`src/rtl/ysyx_24110006_ifu_pkg.sv`:
```
// Shared types for the instruction fetch unit: FSM state encoding and AXI response codes.
package ysyx_24110006_ifu_pkg;

    typedef enum logic [1:0] {
        IFU_IDLE = 2'd0,
        IFU_ADDR = 2'd1,
        IFU_DATA = 2'd2,
        IFU_HOLD = 2'd3
    } ifu_state_e;

    localparam logic [1:0] AXI_RESP_OKAY = 2'b00;

endpackage

```
`src/rtl/ysyx_24110006_ifu_perf.sv`:
```
// IFU performance counters: completed fetches and cycles spent waiting on AR/R.
// Instantiated by the IFU only when IFU_PERF_EN is defined.
module ysyx_24110006_ifu_perf (
    input  logic        clk,
    input  logic        rst,
    input  logic        fetch_inc,
    input  logic        stall_inc,
    output logic [31:0] o_fetch,
    output logic [31:0] o_stall
);

    logic [31:0] fetch_q, fetch_d;
    logic [31:0] stall_q, stall_d;

    // Both counters wrap naturally modulo 2^32.
    always_comb begin
        fetch_d = fetch_q + {31'd0, fetch_inc};
        stall_d = stall_q + {31'd0, stall_inc};
    end

    always_ff @(posedge clk) begin
        if (rst) begin
            fetch_q <= '0;
            stall_q <= '0;
        end else begin
            fetch_q <= fetch_d;
            stall_q <= stall_d;
        end
    end

    assign o_fetch = fetch_q;
    assign o_stall = stall_q;

endmodule

```
`src/rtl/ysyx_24110006_ifu.sv`:
```
// Instruction fetch unit: one AXI4-Lite read per PC pulse, result held until decode accepts.
// Optional macro IFU_PERF_EN adds fetch/stall counters; IFU_ASSERT_ON enables the protocol check.
module ysyx_24110006_ifu
    import ysyx_24110006_ifu_pkg::*;
#(
    parameter int unsigned ADDR_W = 32,
    parameter int unsigned DATA_W = 32
) (
    input  logic              i_clock,
    input  logic              i_reset,
    input  logic [ADDR_W-1:0] i_pc,
    input  logic              i_valid,
    output logic [ADDR_W-1:0] o_araddr,
    output logic              o_arvalid,
    input  logic              i_arready,
    input  logic [DATA_W-1:0] i_rdata,
    input  logic [1:0]        i_rresp,
    input  logic              i_rvalid,
    output logic              o_rready,
    output logic [DATA_W-1:0] o_inst,
    output logic [ADDR_W-1:0] o_pc,
    output logic              o_fault,
    output logic              o_valid,
    input  logic              i_ready,
    output logic [31:0]       o_perf_fetch,
    output logic [31:0]       o_perf_stall
);

    ifu_state_e        state_q, state_d;
    logic [ADDR_W-1:0] addr_q, addr_d;
    logic [DATA_W-1:0] inst_q, inst_d;
    logic [ADDR_W-1:0] pc_q, pc_d;
    logic              fault_q, fault_d;

    always_comb begin
        state_d = state_q;
        addr_d  = addr_q;
        inst_d  = inst_q;
        pc_d    = pc_q;
        fault_d = fault_q;
        unique case (state_q)
            IFU_IDLE: begin
                if (i_valid) begin
                    addr_d  = i_pc;
                    state_d = IFU_ADDR;
                end
            end
            IFU_ADDR: begin
                if (i_arready) state_d = IFU_DATA;
            end
            IFU_DATA: begin
                if (i_rvalid) begin
                    inst_d  = i_rdata;
                    fault_d = (i_rresp != AXI_RESP_OKAY);
                    pc_d    = addr_q;
                    state_d = IFU_HOLD;
                end
            end
            IFU_HOLD: begin
                if (i_ready) state_d = IFU_IDLE;
            end
            default: state_d = IFU_IDLE;
        endcase
    end

    always_ff @(posedge i_clock) begin
        if (i_reset) begin
            state_q <= IFU_IDLE;
            addr_q  <= '0;
            inst_q  <= '0;
            pc_q    <= '0;
            fault_q <= 1'b0;
        end else begin
            state_q <= state_d;
            addr_q  <= addr_d;
            inst_q  <= inst_d;
            pc_q    <= pc_d;
            fault_q <= fault_d;
        end
    end

    // Handshake strobes decode directly from the registered state, so they are glitch-free.
    assign o_araddr  = addr_q;
    assign o_arvalid = (state_q == IFU_ADDR);
    assign o_rready  = (state_q == IFU_DATA);
    assign o_valid   = (state_q == IFU_HOLD);
    assign o_inst    = inst_q;
    assign o_pc      = pc_q;
    assign o_fault   = fault_q;

`ifdef IFU_PERF_EN
    ysyx_24110006_ifu_perf u_perf (
        .clk       (i_clock),
        .rst       (i_reset),
        .fetch_inc ((state_q == IFU_DATA) && i_rvalid),
        .stall_inc ((state_q == IFU_ADDR) || (state_q == IFU_DATA)),
        .o_fetch   (o_perf_fetch),
        .o_stall   (o_perf_stall)
    );
`else
    assign o_perf_fetch = 32'h0;
    assign o_perf_stall = 32'h0;
`endif

`ifdef IFU_ASSERT_ON
    always_ff @(posedge i_clock) begin
        if (!i_reset && i_valid)
            assert (state_q == IFU_IDLE) else $error("ifu: i_valid while fetch in flight");
    end
`endif

endmodule

```
`config.mk`:
```
export PLATFORM = sky130hd
export DESIGN_NAME = ysyx_24110006_ifu
export DESIGN_NICKNAME = d
export VERILOG_FILES = /design/src/rtl/ysyx_24110006_ifu_pkg.sv /design/src/rtl/ysyx_24110006_ifu_perf.sv /design/src/rtl/ysyx_24110006_ifu.sv
export SDC_FILE = /design/constraint.sdc
export NUM_CORES = 1
export LEC_CHECK = 0
export CAP_MARGIN = 10
export CORE_UTILIZATION = 38
export DETAILED_ROUTE_END_ITERATION = 10
export PLACE_DENSITY = 0.88
export SYNTH_ARGS = -nofsm -noshare
export SYNTH_HDL_FRONTEND = slang
export SYNTH_HIERARCHICAL = 1
export SYNTH_SLANG_ARGS = --single-unit
```
`constraint.sdc`:
```
create_clock -name i_clock -period 1.8 [get_ports i_clock]
set_clock_uncertainty 0.15 [all_clocks]
set_input_delay 0.54 -clock i_clock [delete_from_list [all_inputs] [get_ports i_clock]]
set_output_delay 0.54 -clock i_clock [all_outputs]
set_load 0.01 [all_outputs]
```
Word level (Yosys, flattened, before mapping). Index checks and enable logic that the tools add are counted.

Equal/unequal tests: 7. Multiplexer cells: 5. Reductions and logical operators: 5.

Operator list (number): two-way mux 2 bit (4); one-hot mux 2 bit (4 select lines) (1); equality test 2 bit (second input constant) (2); != test 2 x 1 -> 1 bit (second input constant) (2); != test 2 bit (second input constant) (2); AND reduction 2 bit (2); AND reduction 4 bit (1); equality test 2 x 1 -> 1 bit (second input constant) (1); zero test 2 bit (1); nonzero test 2 bit (1).

Register bits after elaboration: 99. Input port bits: 72. Output and inout bits: 164. Logic and storage cells: 22.

Depth between registers and ports, before layout. Gate-level depths: netlist of run 1.

Depth in word-level cells: 3. Mapped depth: 7. Depth with buffers taken out: 5.

Least setup slack after synthesis of run 1. OpenSTA, ideal clock, no wires.

Kind: register to register. From: register state_q[0]. To: register inst_q[30] (netlist: o_inst[30]). Library setup time: 70 ps. Data arrival time: 1314 ps. Data required time: 1580 ps. Slack: 266 ps. Cell stages (with the launch flop): 8. Buffers on the path: 2. Period minus slack after synthesis: 1534 ps. Path through: dfxtp_1 -> inv_1 -> ha_1 -> nand2_1 -> buf_4 -> buf_2 -> nand2_1 -> a21oi_1.

Longest elaborated chain between the ends: 2.

RTL lines: from (decl) (RTL line ysyx_24110006_ifu.sv:29) `ifu_state_e state_q, state_d;`; from (signal assigned) (RTL line ysyx_24110006_ifu.sv:74) `state_q <= state_d;`; equality test 2 bit; via o_rready (RTL line ysyx_24110006_ifu.sv:19) `output logic o_rready,`; AND reduction 2 bit (no source line); to (signal assigned) (RTL line ysyx_24110006_ifu.sv:76) `inst_q <= inst_d;`; to (decl) (RTL line ysyx_24110006_ifu.sv:31) `logic [DATA_W-1:0] inst_q, inst_d;`.

The timed path passes the listed nets, and every way through them passes these cells. A chain may end at the register's enable or synchronous reset.

Worst setup path after layout of run 1.
From: register state_q[0]. To: output port o_arvalid.

Longest elaborated chain between the ends: 1.

RTL lines: equality test 2 x 1 -> 1 bit (RTL line ysyx_24110006_ifu.sv:84) `assign o_arvalid = (state_q == IFU_ADDR);`; to (decl) (RTL line ysyx_24110006_ifu.sv:14) `output logic o_arvalid,`.

Every way passes these cells.

==> results.sh, run 1 <==
export IMPL_synth_area_leader_cell="dfxtp_1"
export IMPL_routedWlPerCell_um=12.3
export IMPL_worstPathMaxFanout=3
export IMPL_synth_top_flop_cell="dfxtp_1"
export IMPL_yosys_area_share_adder=0.0154
export IMPL_viasPerCell=4.36
export IMPL_synth_compound_area_frac=0.127
export IMPL_synth_top_family_by_area="simple AND/OR/NAND/NOR gates"
export IMPL_cts_hold_fix_buffers=0
export IMPL_cp_data_arrival_time_ns=1.06
export IMPL_startpoint_type="register"
export IMPL_cts_buffer_depth=2
export IMPL_grt_use_met1=0.218
export IMPL_ioPinCount=236
export IMPL_maxCapViolCount=0
export IMPL_ys_warn_count=6
export IMPL_clock_fmax_ghz=0.571
export IMPL_n_fill_cell=970
export IMPL_synth_distinct_cells=21
export IMPL_antenna_found_initial=0
export IMPL_ctsRootBufferMaster="clkbuf_8"
export IMPL_synth_top_area_frac=0.489
export IMPL_rsz0062_at_grt="true"
export IMPL_nets=756
export IMPL_grtUsageMet3=0.0588
export IMPL_synth_seq_area_share=0.489
export IMPL_power_switching_w=0.00196
export IMPL_finalCriticalPeriod_ns=1.75
export IMPL_grt_max_degree=50
export IMPL_switching_share=0.329
export IMPL_synthCells=509
export IMPL_hold_ws_ns=0.304
export IMPL_synth_area_mux_share=0.00494
export IMPL_path_clk_slew_ns=0.09
export IMPL_power_leakage_nw=2.66
export IMPL_fp_row_count=37
export IMPL_diodes=0
export IMPL_cts_tree="yes"
export IMPL_portBuffers=171
export IMPL_finalSetupViolCount=0
export IMPL_synth_edf_count=0
export IMPL_coreArea_um2=10300
export IMPL_timing_final_crit_share=0.972
export IMPL_start_util=0.393
export IMPL_synthArstFlopShare=0
export IMPL_min_path_type="reg -> reg"
export IMPL_synth_seq_cells=99
export IMPL_synth_simple_gate_area_frac=0.196
export IMPL_synth_area_leaders="dfxtp_1 (49%), nand2_1 (18%), buf_4 (12%)"
export IMPL_grt_overflow=0
export IMPL_busiest_layer="met2"
export IMPL_routed_wl_mm=10.1
export IMPL_fin_setup_tns_ns=0
export IMPL_hold_viol=0
export IMPL_clockPowerShare=0.236
export IMPL_p_int_w=0.00399
export IMPL_synth_most_common_cell="nand2_1"
export IMPL_required_ns=1.11
export IMPL_grt_usage=0.182
export IMPL_grt_pass1_wl_mm=16.2
export IMPL_hpwlAfterDp_mm=7.23
export IMPL_crit_path_end_kind="primary output"
export IMPL_remaining_drc_errors=0
export IMPL_final_core_util=0.568
export IMPL_gp_congestion=0.736
export IMPL_drtIter0Drc=153
export IMPL_met2_usage=0.312
export IMPL_die_w_um=105
export IMPL_synth_commonest_cells="nand2_1 (194), dfxtp_1 (99), a21oi_1 (96)"
export IMPL_dieArea_um2=11100
export IMPL_insertion_delay_ns=0.35
export IMPL_syn_avg_cell_area_um2=7.97
export IMPL_final_layout_size_suffix_gt1_frac=0.0703
export IMPL_synthesis_area_um2=4060
export IMPL_power_density_nw_per_um2=1020
export IMPL_seq_power_share=0.438
export IMPL_cts_sinks=99
export IMPL_synth_xor_xnor_area_share=0
export IMPL_h_tree_depth=3
export IMPL_pwr_share_comb=0.325
export IMPL_fp_dieH_um=105
export IMPL_ir_drop_mv=0.606
export IMPL_final_max_slew_viol_count=0
export IMPL_dr_pass1_iters=4
export IMPL_grt_pass1_vias=3339
export IMPL_syn2layout_area_growth_pct=44.5
export IMPL_final_antenna_net_count=0
export IMPL_vias=3571
export IMPL_cts_made_buffers=9
export IMPL_worstSetupPathType="reg -> out"
export IMPL_status="complete, no violations"
## area by class of cell
type | count | area (um2) | share of cell area
sequential | 99 | 1990 | 0.339
timing repair buffer | 192 | 1840 | 0.314
multi-input combinational | 374 | 1660 | 0.284
tap | 136 | 170 | 0.0290
clock buffer | 10 | 128 | 0.0218
clock inverter | 5 | 61.3 | 0.0105
inverter | 3 | 11.3 | 0.00192
## cells in the final DEF (no fill, tap or decap), drive strengths merged, types with 5 or more instances in the layout
cell and instances:
dlygate4sd2 97, dfxtp 99, ha 5, clkbuf 10, a21oi 96, buf 25, conb 64, clkdlybuf4s50 70
nand2 194, inv 5
## critical path, stage by stage, from the launching register on
cell	delay, ns
dfxtp_2	0.33
buf_6	0.12
ha_4	0.15
buf_6	0.11
## through the flow
stage | instances | setup WS [ns] | power, W | instance area (um2)
final | 819 | 0.0502 | 0.00595 | 5860
after floorplan | 572 | 0.266 | 0.00377 | 4290
after CTS | 819 | 0.0000568 | 0.00601 | 5850
after global placement | 803 | -0.181 | 0.00468 | 5750
after global routing | 819 | 0.00216 | 0.00633 | 5860
after detailed placement | 803 | -0.223 | 0.00470 | 5750
## final timing paths
check / cells after the start / startpoint / slack, ns / endpoint
setup / recovery: 3 / state_q[0] / 0.05 / o_arvalid
hold / removal: 2 / o_inst[17] / 0.30 / o_inst[17]
setup reg to reg: 6 / state_q[1] / 0.14 / state_q[0]
hold reg to reg: 2 / o_inst[17] / 0.30 / o_inst[17]
## power groups by stage
stage | clock [W] | sequential [W] | combinational (W)
6_report | 0.00141 | 0.00261 | 0.00194
5_1_grt | 0.00155 | 0.00265 | 0.00214
4_1_cts | 0.00147 | 0.00260 | 0.00194
3_5_place_dp | 0 | 0.00266 | 0.00204
3_3_place_gp | 0 | 0.00265 | 0.00202
2_1_floorplan | 0 | 0.00275 | 0.00102
## sequential cells by signal (all words and copies together), names as in the netlist
name	count
o_pc	32
o_inst	32
o_araddr	32
state_q	2
o_fault	1
## cells by family (layout without fill, tap and decap cells)
logic type	count (synthesis)	after routing
other	1	64
buffers and inverters	99	210
AND/OR/NAND/NOR	205	205
AO/OA/AOI/OAI	98	98
multiplexers	2	2
adder cells (fa/ha/maj)	5	5
flip-flops	99	99
## metal layers
layer  vias up  wire length [um]  part of all wire
li1       1822                 -                 -
met1      1604              4390              0.43
met2       137              4830              0.48
met3         8               745             0.074
met4         0               121             0.012
met5         -                 0                 0
## timing repair
item                       CTS  global route
hold endpoints to repair     0             0
setup endpoints to repair  100             5
setup buffers                1             0
gates resized for setup    117             5
pin swaps                    0             4
No activity file was read; power rests on OpenSTA's default activity.
==> inputs of run 2 (changes only) <==
--- a/config.mk
+++ b/config.mk
@@ -5,8 +5,9 @@
 export SDC_FILE = /design/constraint.sdc
 export NUM_CORES = 1
 export LEC_CHECK = 0
-export CAP_MARGIN = 10
+export CAP_MARGIN = 15
 export CORE_UTILIZATION = 38
+export CTS_CLUSTER_SIZE = 25
 export DETAILED_ROUTE_END_ITERATION = 10
 export PLACE_DENSITY = 0.88
 export SYNTH_ARGS = -nofsm -noshare
==> results of run 2 <==
The final DEF is identical to that of run 1; final timing and power are the same.
